$ cat src/rtl/fetch_ctrl_if.sv
// Instruction-memory request port between the fetch controller and a
// variable-latency instruction memory.
interface fetch_ctrl_if #(
    parameter int ADDR_WIDTH  = 32,
    parameter int INSTR_WIDTH = 32
);
    logic                   IMemReq;
    logic [ADDR_WIDTH-1:0]  IMemAddr;
    logic                   IMemReady;
    logic [INSTR_WIDTH-1:0] IMemRData;

    modport master (
        output IMemReq,
        output IMemAddr,
        input  IMemReady,
        input  IMemRData
    );

    modport slave (
        input  IMemReq,
        input  IMemAddr,
        output IMemReady,
        output IMemRData
    );
endinterface

$ cat src/rtl/fetch_ctrl.sv
// Fetch-stage controller: owns PCF, picks the next PC and runs the
// request/ready handshake with a variable-latency instruction memory.
module fetch_ctrl #(
    parameter int                    ADDR_WIDTH   = 32,
    parameter int                    INSTR_WIDTH  = 32,
    parameter logic [ADDR_WIDTH-1:0] RESET_VECTOR = '0,
    parameter int                    MAX_WAIT     = 15
) (
    input  logic                   CLK,
    input  logic                   RST,
    input  logic [1:0]             PCSrcD,
    input  logic [ADDR_WIDTH-1:0]  PCBranchD,
    input  logic [ADDR_WIDTH-1:0]  PCJump,
    input  logic                   StallF,
    fetch_ctrl_if.master           imem,
    output logic [ADDR_WIDTH-1:0]  PCF,
    output logic [ADDR_WIDTH-1:0]  PCPlus4F,
    output logic [INSTR_WIDTH-1:0] InstrF,
    output logic                   InstrValidF,
    output logic                   FetchStallF,
    output logic                   FetchErr
);

    localparam int                CNT_W   = $clog2(MAX_WAIT + 2);
    localparam logic [CNT_W-1:0]  CNT_MAX = CNT_W'(MAX_WAIT);
    localparam logic [CNT_W-1:0]  CNT_SAT = CNT_W'(MAX_WAIT + 1);

    typedef enum logic [1:0] {S_BOOT, S_FETCH, S_WAIT} state_t;

    state_t                 state, state_nxt;
    logic [ADDR_WIDTH-1:0]  pc_nxt, seq_pc, redir_tgt;
    logic [ADDR_WIDTH-1:0]  pend_pc, pend_pc_nxt;
    logic [INSTR_WIDTH-1:0] instr_nxt;
    logic                   vld_nxt, pend, pend_nxt, err_nxt, redir_now;
    logic [CNT_W-1:0]       wait_cnt, wait_cnt_nxt;

    function automatic logic [ADDR_WIDTH-1:0] word_align(input logic [ADDR_WIDTH-1:0] a);
        return {a[ADDR_WIDTH-1:2], 2'b00};
    endfunction

    function automatic logic [CNT_W-1:0] sat_inc(input logic [CNT_W-1:0] c);
        return (c >= CNT_SAT) ? CNT_SAT : c + CNT_W'(1);
    endfunction

    assign PCPlus4F      = PCF + ADDR_WIDTH'(4);
    assign imem.IMemAddr = PCF;
    assign FetchStallF   = (state == S_WAIT);

    // PCSrcD=11 deliberately falls through to sequential fetch.
    always_comb begin
        redir_now = (PCSrcD == 2'b01) || (PCSrcD == 2'b10);
        redir_tgt = word_align((PCSrcD == 2'b01) ? PCBranchD : PCJump);
        seq_pc    = redir_now ? redir_tgt : PCPlus4F;
    end

    always_ff @(posedge CLK or posedge RST) begin
        if (RST) state <= S_BOOT;
        else     state <= state_nxt;
    end

    always_comb begin
        state_nxt    = state;
        imem.IMemReq = 1'b0;
        pc_nxt       = PCF;
        instr_nxt    = InstrF;
        vld_nxt      = InstrValidF;
        pend_nxt     = pend;
        pend_pc_nxt  = pend_pc;
        wait_cnt_nxt = wait_cnt;
        err_nxt      = FetchErr;
        case (state)
            S_BOOT: state_nxt = S_FETCH;
            S_FETCH: begin
                if (!StallF) begin
                    imem.IMemReq = 1'b1;
                    if (imem.IMemReady) begin
                        instr_nxt = imem.IMemRData;
                        vld_nxt   = 1'b1;
                        pc_nxt    = seq_pc;
                    end else begin
                        state_nxt    = S_WAIT;
                        vld_nxt      = 1'b0;
                        wait_cnt_nxt = '0;
                        pend_nxt     = 1'b0;
                    end
                end
            end
            S_WAIT: begin
                // The outstanding request must complete, so StallF is not consulted here.
                imem.IMemReq = 1'b1;
                wait_cnt_nxt = sat_inc(wait_cnt);
                if (wait_cnt == CNT_MAX) err_nxt = 1'b1;
                if (redir_now) begin
                    pend_nxt    = 1'b1;
                    pend_pc_nxt = redir_tgt;
                end
                if (imem.IMemReady) begin
                    state_nxt = S_FETCH;
                    pend_nxt  = 1'b0;
                    if (pend || redir_now) begin
                        // Word fetched on the wrong path: drop it and restart at the target.
                        vld_nxt = 1'b0;
                        pc_nxt  = redir_now ? redir_tgt : pend_pc;
                    end else begin
                        instr_nxt = imem.IMemRData;
                        vld_nxt   = 1'b1;
                        pc_nxt    = PCPlus4F;
                    end
                end
            end
            default: state_nxt = S_BOOT;
        endcase
    end

    always_ff @(posedge CLK or posedge RST) begin
        if (RST) begin
            PCF         <= RESET_VECTOR;
            InstrF      <= '0;
            InstrValidF <= 1'b0;
            pend        <= 1'b0;
            pend_pc     <= '0;
            wait_cnt    <= '0;
            FetchErr    <= 1'b0;
        end else begin
            PCF         <= pc_nxt;
            InstrF      <= instr_nxt;
            InstrValidF <= vld_nxt;
            pend        <= pend_nxt;
            pend_pc     <= pend_pc_nxt;
            wait_cnt    <= wait_cnt_nxt;
            FetchErr    <= err_nxt;
        end
    end

endmodule

$ cat src/flat_wrapper.sv
// flat-port wrapper written by rule: the top's interface ports become plain ports
module fetch_ctrl_flat 
#(
    parameter int                    ADDR_WIDTH   = 32,
    parameter int                    INSTR_WIDTH  = 32,
    parameter logic [ADDR_WIDTH-1:0] RESET_VECTOR = '0,
    parameter int                    MAX_WAIT     = 15
)
  (CLK, RST, PCSrcD, PCBranchD, PCJump, StallF, PCF, PCPlus4F, InstrF, InstrValidF, FetchStallF, FetchErr, imem_IMemReq, imem_IMemAddr, imem_IMemReady, imem_IMemRData);
  fetch_ctrl_if #(.ADDR_WIDTH(ADDR_WIDTH), .INSTR_WIDTH(INSTR_WIDTH)) imem_i ();
  input  logic CLK;
  input  logic RST;
  input  logic [1:0] PCSrcD;
  input  logic [ADDR_WIDTH-1:0] PCBranchD;
  input  logic [ADDR_WIDTH-1:0] PCJump;
  input  logic StallF;
  output logic [ADDR_WIDTH-1:0] PCF;
  output logic [ADDR_WIDTH-1:0] PCPlus4F;
  output logic [INSTR_WIDTH-1:0] InstrF;
  output logic InstrValidF;
  output logic FetchStallF;
  output logic FetchErr;
  output wire logic [$bits(imem_i.IMemReq)-1:0] imem_IMemReq;
  output wire logic [$bits(imem_i.IMemAddr)-1:0] imem_IMemAddr;
  input wire logic [$bits(imem_i.IMemReady)-1:0] imem_IMemReady;
  input wire logic [$bits(imem_i.IMemRData)-1:0] imem_IMemRData;
  assign imem_IMemReq = imem_i.IMemReq;
  assign imem_IMemAddr = imem_i.IMemAddr;
  assign imem_i.IMemReady = imem_IMemReady;
  assign imem_i.IMemRData = imem_IMemRData;
  fetch_ctrl #(.ADDR_WIDTH(ADDR_WIDTH), .INSTR_WIDTH(INSTR_WIDTH), .RESET_VECTOR(RESET_VECTOR), .MAX_WAIT(MAX_WAIT)) u_core (.CLK(CLK), .RST(RST), .PCSrcD(PCSrcD), .PCBranchD(PCBranchD), .PCJump(PCJump), .StallF(StallF), .imem(imem_i), .PCF(PCF), .PCPlus4F(PCPlus4F), .InstrF(InstrF), .InstrValidF(InstrValidF), .FetchStallF(FetchStallF), .FetchErr(FetchErr));
endmodule
$ cat config.mk
export PLATFORM = sky130hd
export DESIGN_NAME = fetch_ctrl_flat
export DESIGN_NICKNAME = d
export VERILOG_FILES = /design/src/rtl/fetch_ctrl_if.sv /design/src/rtl/fetch_ctrl.sv /design/src/flat_wrapper.sv
export SDC_FILE = /design/constraint.sdc
export NUM_CORES = 1
export LEC_CHECK = 0
export CORE_ASPECT_RATIO = 1.1
export CORE_UTILIZATION = 45
export CTS_CLUSTER_DIAMETER = 100
export CTS_CLUSTER_SIZE = 8
export DETAILED_ROUTE_END_ITERATION = 10
export MAX_ROUTING_LAYER = met4
export PLACE_DENSITY = 0.81
export REMOVE_ABC_BUFFERS = 1
export SYNTH_ARGS = -nofsm -noshare
export SYNTH_HDL_FRONTEND = slang
export SYNTH_SLANG_ARGS = --single-unit
$ cat constraint.sdc
create_clock -name CLK -period 4.55 [get_ports CLK]
set_clock_uncertainty 0.1 [all_clocks]
set_input_delay 0.455 -clock CLK [delete_from_list [all_inputs] [get_ports CLK]]
set_output_delay 0.455 -clock CLK [all_outputs]
set_load 0.01 [all_outputs]
==> results of run 1 <==
-- logic make-up after synthesis --
logic type,after synthesis
DFF,106
xor gates and xnor gates,24
adders and majority gates,8
and+or+nand+nor,215
AOI/OAI and AO/OA,169
muxes,68
buffers and inverters,92
-- through the flow --
stage	util	total power [W]
3_3_place_gp	0.619	0.00510
5_1_grt	0.643	0.00640
6_report	0.643	0.00604
3_5_place_dp	0.619	0.00518
4_1_cts	0.643	0.00606
2_1_floorplan	-	0.00347
-- power by group through the flow --
stage          logic, W  clock network [W]  registers [W]
6_report        0.00331           0.000862        0.00187
5_1_grt         0.00355           0.000915        0.00193
4_1_cts         0.00332           0.000879        0.00186
3_5_place_dp    0.00330                  0        0.00188
3_3_place_gp    0.00324                  0        0.00186
2_1_floorplan   0.00151                  0        0.00196
-- final cells by class --
| cell class | instances | area [um^2] |
|---|---|---|
| Fill cell | 1153 | 4900 |
| Inverter | 15 | 58.8 |
| Multi-Input combinational cell | 484 | 3190 |
| Timing Repair Buffer | 239 | 2370 |
| Tap cell | 188 | 235 |
| Clock inverter | 6 | 90.1 |
| Sequential cell | 106 | 2650 |
| Clock buffer | 10 | 239 |
-- sequential cells by signal (all words and copies together), names as in the netlist --
name	cells
u_core.pend	1
u_core.wait_cnt	5
u_core.PCF	32
u_core.FetchErr	1
u_core.InstrValidF	1
u_core.pend_pc	32
u_core.state	2
u_core.InstrF	32
-- synth_stat cells (all sizes together) (7+ instances only) --
library cell	instances	area, um^2
a21oi	25	125
a31oi	11	68.8
and3	13	81.3
buf	44	304
clkbuf	33	124
dfrtp	106	2650
ha	8	100
inv	15	56.3
mux2	42	473
mux2i	26	260
nand2	72	270
nand3	20	110
nand4	15	109
nor2	45	169
nor3	11	55.1
nor4	7	73.8
o21ai	77	385
or3	7	43.8
xnor2	12	105
xor2	12	105
-- metal layers --
layer	wire, um	share of wire
met1	7530	0.42
met2	9050	0.50
met3	1130	0.062
met4	362	0.020
met5	0	0
-- how the worst max path moves through the flow --
stage | startpoint | to | slack [ns] | cells past startpoint
final | u_core.PCF[2] | PCPlus4F[30] | 1.04 | 6
after global routing | u_core.PCF[2] | PCPlus4F[30] | 0.76 | 6
after CTS | u_core.PCF[2] | PCPlus4F[30] | 1.03 | 6
after detailed placement | u_core.PCF[2] | PCPlus4F[20] | 1.43 | 6
after global placement | u_core.PCF[2] | PCPlus4F[30] | 1.48 | 6
after floorplan | PCSrcD[1] | u_core.pend_pc[11] | 1.00 | 5
==> results.cfg, run 1 <==
[cts]
cts_resized = 0
holdBufCountCts = 0
postCtsSetupRepairBufs = 0
cts_buffers = 9
clk_pin_slew_ns = 0.07
clock_sinks = 106
clk_latency_ns = 0.36
cts_buffer_depth = 2
htreeDepth = 3
cts-root-buf = clkbuf_16
cts_tree = built

[worst_setup_path]
cp_cell_sequence = ha_1 > nand3_2 > nor4_1 > nand4_1 > xnor2_1 > clkdlybuf4s50_1
critical_path_class = reg -> out
cp.required_ns = 3.99
path_max_fanout = 10
rrSetupSlack_ns = 1.53
end_kind = output pin
rr_startpoint = u_core.state[0]
r2r_cells = 6
slowest_stage = clkdlybuf4s50_1
slowest_delay_ns = 0.59
path_buf_inv = 1
timing.rr.end = u_core.PCF[1]
startpoint_type = flip-flop
path_delay_family = simple AND/OR/NAND/NOR gates
cp.arrival_ns = 2.96

[synthesis]
yosys.area_share.adder = 0.0158
synth-seq-cells = 106
synth.mux.area_fraction = 0.116
synth_top_family_by_area = simple AND/OR/NAND/NOR gates
synth-simple-area-share = 0.172
yosys_warnings = 0
synth_ff_type = dfrtp_1
synth_compound_gate_area_share = 0.166
syn_area_per_cell_um2 = 9.27
synth_cells = 682
synth_xor_area_frac = 0.0333
synth_edf_count = 0
async_flop_share = 1.00
netlist_area_um2 = 6320
ys_types = 62
synth_seq_area_share = 0.420

[global_routing]
grt_max_degree = 51
antenna_found_initial = 0
grt_pass1_vias = 5322
use_met3 = 0.0258
gr-max-usage-layer = met2
grtUsageTotal = 0.255
overflow = 0
grt_use_met1 = 0.325
grt_pass1_wl_um = 27900
met2_usage = 0.415

[detailed_routing]
drtIter0Drc = 280
wl_per_cell_um = 17.2
vias_per_cell = 5.51
wl_um = 18100
drtAntennaViolNets = 0
drcViolationCount = 0
vias = 5775
first_pass_iters = 5

[power]
vdd_drop_max_uv = 385
p_leak_nw = 3.61
swShare = 0.394
p_comb_frac = 0.547
p_clk_frac = 0.143
p_switching_w = 0.00238
seq_power_share = 0.310
power_density_nw_per_um2 = 684
p_int_w = 0.00366

[placement]
port_buffers = 229
dp_slack_ns = 1.43
hpwl_um = 12900
dp.cells = 1032
placed_area_um2 = 8510
routabilityCongestion = 0.826

[sta]
setup_viol = 0
fin_crit_ns = 3.51
tightestPinTransition_ns = 1.05
slew_viol_final = 0
final_hold_viol_count = 0
worst_slack_ns = 1.04
fin_hold_ws_ns = 0.357
slew-limit-headroom = 0.301
min_period_over_period = 0.772
setup_tns_ns = 0
fmax_ghz = 0.285
rsz0062_at_grt = false

[floorplanning]
rows = 45
fp.dieH_um = 126
die-area_um2 = 14500
die_w_um = 115
ioPinCount = 234
start_util = 0.460
core-area_um2 = 13700

[job]
max-cap-violations = 0

[finish]
drive_gt1_frac = 0.0942
area_growth_pct = 39.8
n_antenna_cell = 0
final_cells = 1048
final_area_um2 = 8830
nNetsFinal = 965
layout.cells.most_common = clkdlybuf4s50_1
layout_common_cells = clkdlybuf4s50_1 (229), dfrtp_1 (106), o21ai_0 (76)

[min_path]
holdCritPathClass = in -> async

[run_status]
status = completed
(Power assumes the default switching activity.)
==> run 2: changes to the inputs <==
--- a/config.mk
+++ b/config.mk
@@ -6,12 +6,12 @@
 export NUM_CORES = 1
 export LEC_CHECK = 0
 export CORE_ASPECT_RATIO = 1.1
-export CORE_UTILIZATION = 45
+export CORE_UTILIZATION = 41
 export CTS_CLUSTER_DIAMETER = 100
 export CTS_CLUSTER_SIZE = 8
 export DETAILED_ROUTE_END_ITERATION = 10
 export MAX_ROUTING_LAYER = met4
-export PLACE_DENSITY = 0.81
+export PLACE_DENSITY = 0.78
 export REMOVE_ABC_BUFFERS = 1
 export SYNTH_ARGS = -nofsm -noshare
 export SYNTH_HDL_FRONTEND = slang
==> constraint.sdc (replaced) <==
create_clock -name CLK -period 3 [get_ports CLK]
set_clock_uncertainty 0.1 [all_clocks]
set_input_delay 0.3 -clock CLK [delete_from_list [all_inputs] [get_ports CLK]]
set_output_delay 0.3 -clock CLK [all_outputs]
set_load 0.01 [all_outputs]
==> run 2 against run 1 <==
Compared with the run above:
- clock power up 48%
- sequential share of layout area down 1.1 points
- utilization down 2.9 points
- hold slack worse by 0.10 ns
- first-iteration DRC count up 75%
- cell count up 4.6%
- total power up 57%
- sequential cell count unchanged
- critical path depth down 1
- count of clock-buffer cells in the layout up 1
- global-route usage about the same
- critical path type unchanged
- critical endpoint is now PCPlus4F[23]
==> results.cfg, run 2 (synthesis gave the netlist of run 1 again) <==
[floorplanning]
rows = 47
ioPinCount = 234
die_w_um = 120
start_util = 0.420
die-area_um2 = 15900
fp.dieH_um = 132
core-area_um2 = 15100

[sta]
final_hold_viol_count = 0
setup_viol = 0
fin_crit_ns = 2.93
tightestPinTransition_ns = 0.709
slew-limit-headroom = 0.527
min_period_over_period = 0.976
fin_hold_ws_ns = 0.254
slew_viol_final = 0
setup_tns_ns = 0
rsz0062_at_grt = true
fmax_ghz = 0.342

[run_status]
status = completed

[power]
power_density_nw_per_um2 = 1030
p_clk_frac = 0.135
seq_power_share = 0.293
p_int_w = 0.00572
p_leak_nw = 3.82
swShare = 0.397
p_comb_frac = 0.571
p_switching_w = 0.00377
vdd_drop_max_uv = 492

[placement]
port_buffers = 229
hpwl_um = 14100
routabilityCongestion = 0.857

[worst_setup_path]
end_kind = output pin
cp.arrival_ns = 2.53
cp.required_ns = 2.60
rrSetupSlack_ns = 0.53
path_max_fanout = 9
critical_path_class = reg -> out
rr_startpoint = u_core.state[0]
startpoint = u_core.PCF[14]
startpoint_type = flip-flop

[cts]
cts_buffer_depth = 2
clk_pin_slew_ns = 0.08
cts-root-buf = clkbuf_16
holdBufCountCts = 0
cts_buffers = 9
cts_tree = built
clk_latency_ns = 0.36
clock_sinks = 106
htreeDepth = 3

[finish]
final_util = 0.614
reg_top3 = u_core.InstrF (32), u_core.PCF (32), u_core.pend_pc (32)
nNetsFinal = 1005
n_antenna_cell = 0
nFillCells = 1318
layout_common_cells = clkdlybuf4s50_1 (229), dfrtp_1 (91), o21ai_0 (76)
drive_gt1_frac = 0.162
layout.cells.most_common = clkdlybuf4s50_1
area_growth_pct = 46.3

[detailed_routing]
wl_um = 19500
vias = 6009
wl_per_cell_um = 17.8
drtIter0Drc = 491
first_pass_iters = 6
drcViolationCount = 0
vias_per_cell = 5.48
drtAntennaViolNets = 0

[job]
max-cap-violations = 0

[min_path]
holdCritPathClass = in -> async

[global_routing]
grt_pass1_wl_um = 31000
grt_max_degree = 45
overflow = 0
antenna_found_initial = 0
grt_pass1_vias = 5916
grtUsageTotal = 0.255
-- run 2: what timing repair did --
item                                    CTS  global route
cloned                                    0             0
buffers inserted                          3             9
pin swaps                                 3             7
endpoints found under the setup margin    9            16
hold endpoints to repair                  0             0
resized for setup                        10            18
-- run 2: final timing paths --
check | endpoint | depth (start not counted)
setup reg to reg | u_core.PCF[10] | 8
max in group asynchronous | u_core.InstrF[19] | 3
setup / recovery | PCPlus4F[23] | 5
min in group CLK | u_core.FetchErr | 1
hold reg to reg | u_core.FetchErr | 1
hold / removal | u_core.InstrF[24] | 2
-- run 2: worst max-delay path, stage by stage, from the launching register on --
cell and delay [ns]:
dfrtp_2 0.47, nand4_1 0.20, or3_1 0.46, nor2_1 0.27, xor2_1 0.19, clkdlybuf4s50_1 0.58
-- run 2: layout make-up --
| class | count | area, um^2 | share of cell area |
|---|---|---|---|
| tap | 196 | 245 | 0.0265 |
| clock buffer | 11 | 253 | 0.0273 |
| clock inverter | 5 | 65.1 | 0.00704 |
| multi-input combinational | 484 | 3260 | 0.352 |
| sequential | 106 | 2670 | 0.289 |
| timing repair buffer | 279 | 2690 | 0.291 |
| inverter | 15 | 58.8 | 0.00636 |
-- run 2: layer usage --
layer,global-route usage,share of wire,up-vias
li1,-,-,2841
met1,0.321,0.42,2896
met2,0.415,0.50,240
met3,0.0346,0.058,32
met4,0.0981,0.023,0
met5,-,0,-
-- run 2: power groups by stage --
stage | registers, W | logic [W] | clock network [W]
2_1_floorplan | 0.00297 | 0.00229 | 0
3_3_place_gp | 0.00271 | 0.00523 | 0
3_5_place_dp | 0.00276 | 0.00532 | 0
4_1_cts | 0.00276 | 0.00539 | 0.00131
5_1_grt | 0.00287 | 0.00586 | 0.00136
6_report | 0.00278 | 0.00542 | 0.00128
-- run 2: metrics by stage --
step | setup WS (ns) | total power, W | instance area [um^2] | cells
after floorplan | -0.390 | 0.00526 | 5890 | 605
after detailed placement | 0.206 | 0.00809 | 8750 | 1068
final | 0.0727 | 0.00949 | 9240 | 1096
after CTS | 0.00473 | 0.00946 | 9130 | 1087
after global routing | -0.0291 | 0.0101 | 9240 | 1096
after global placement | 0.240 | 0.00795 | 8750 | 1068
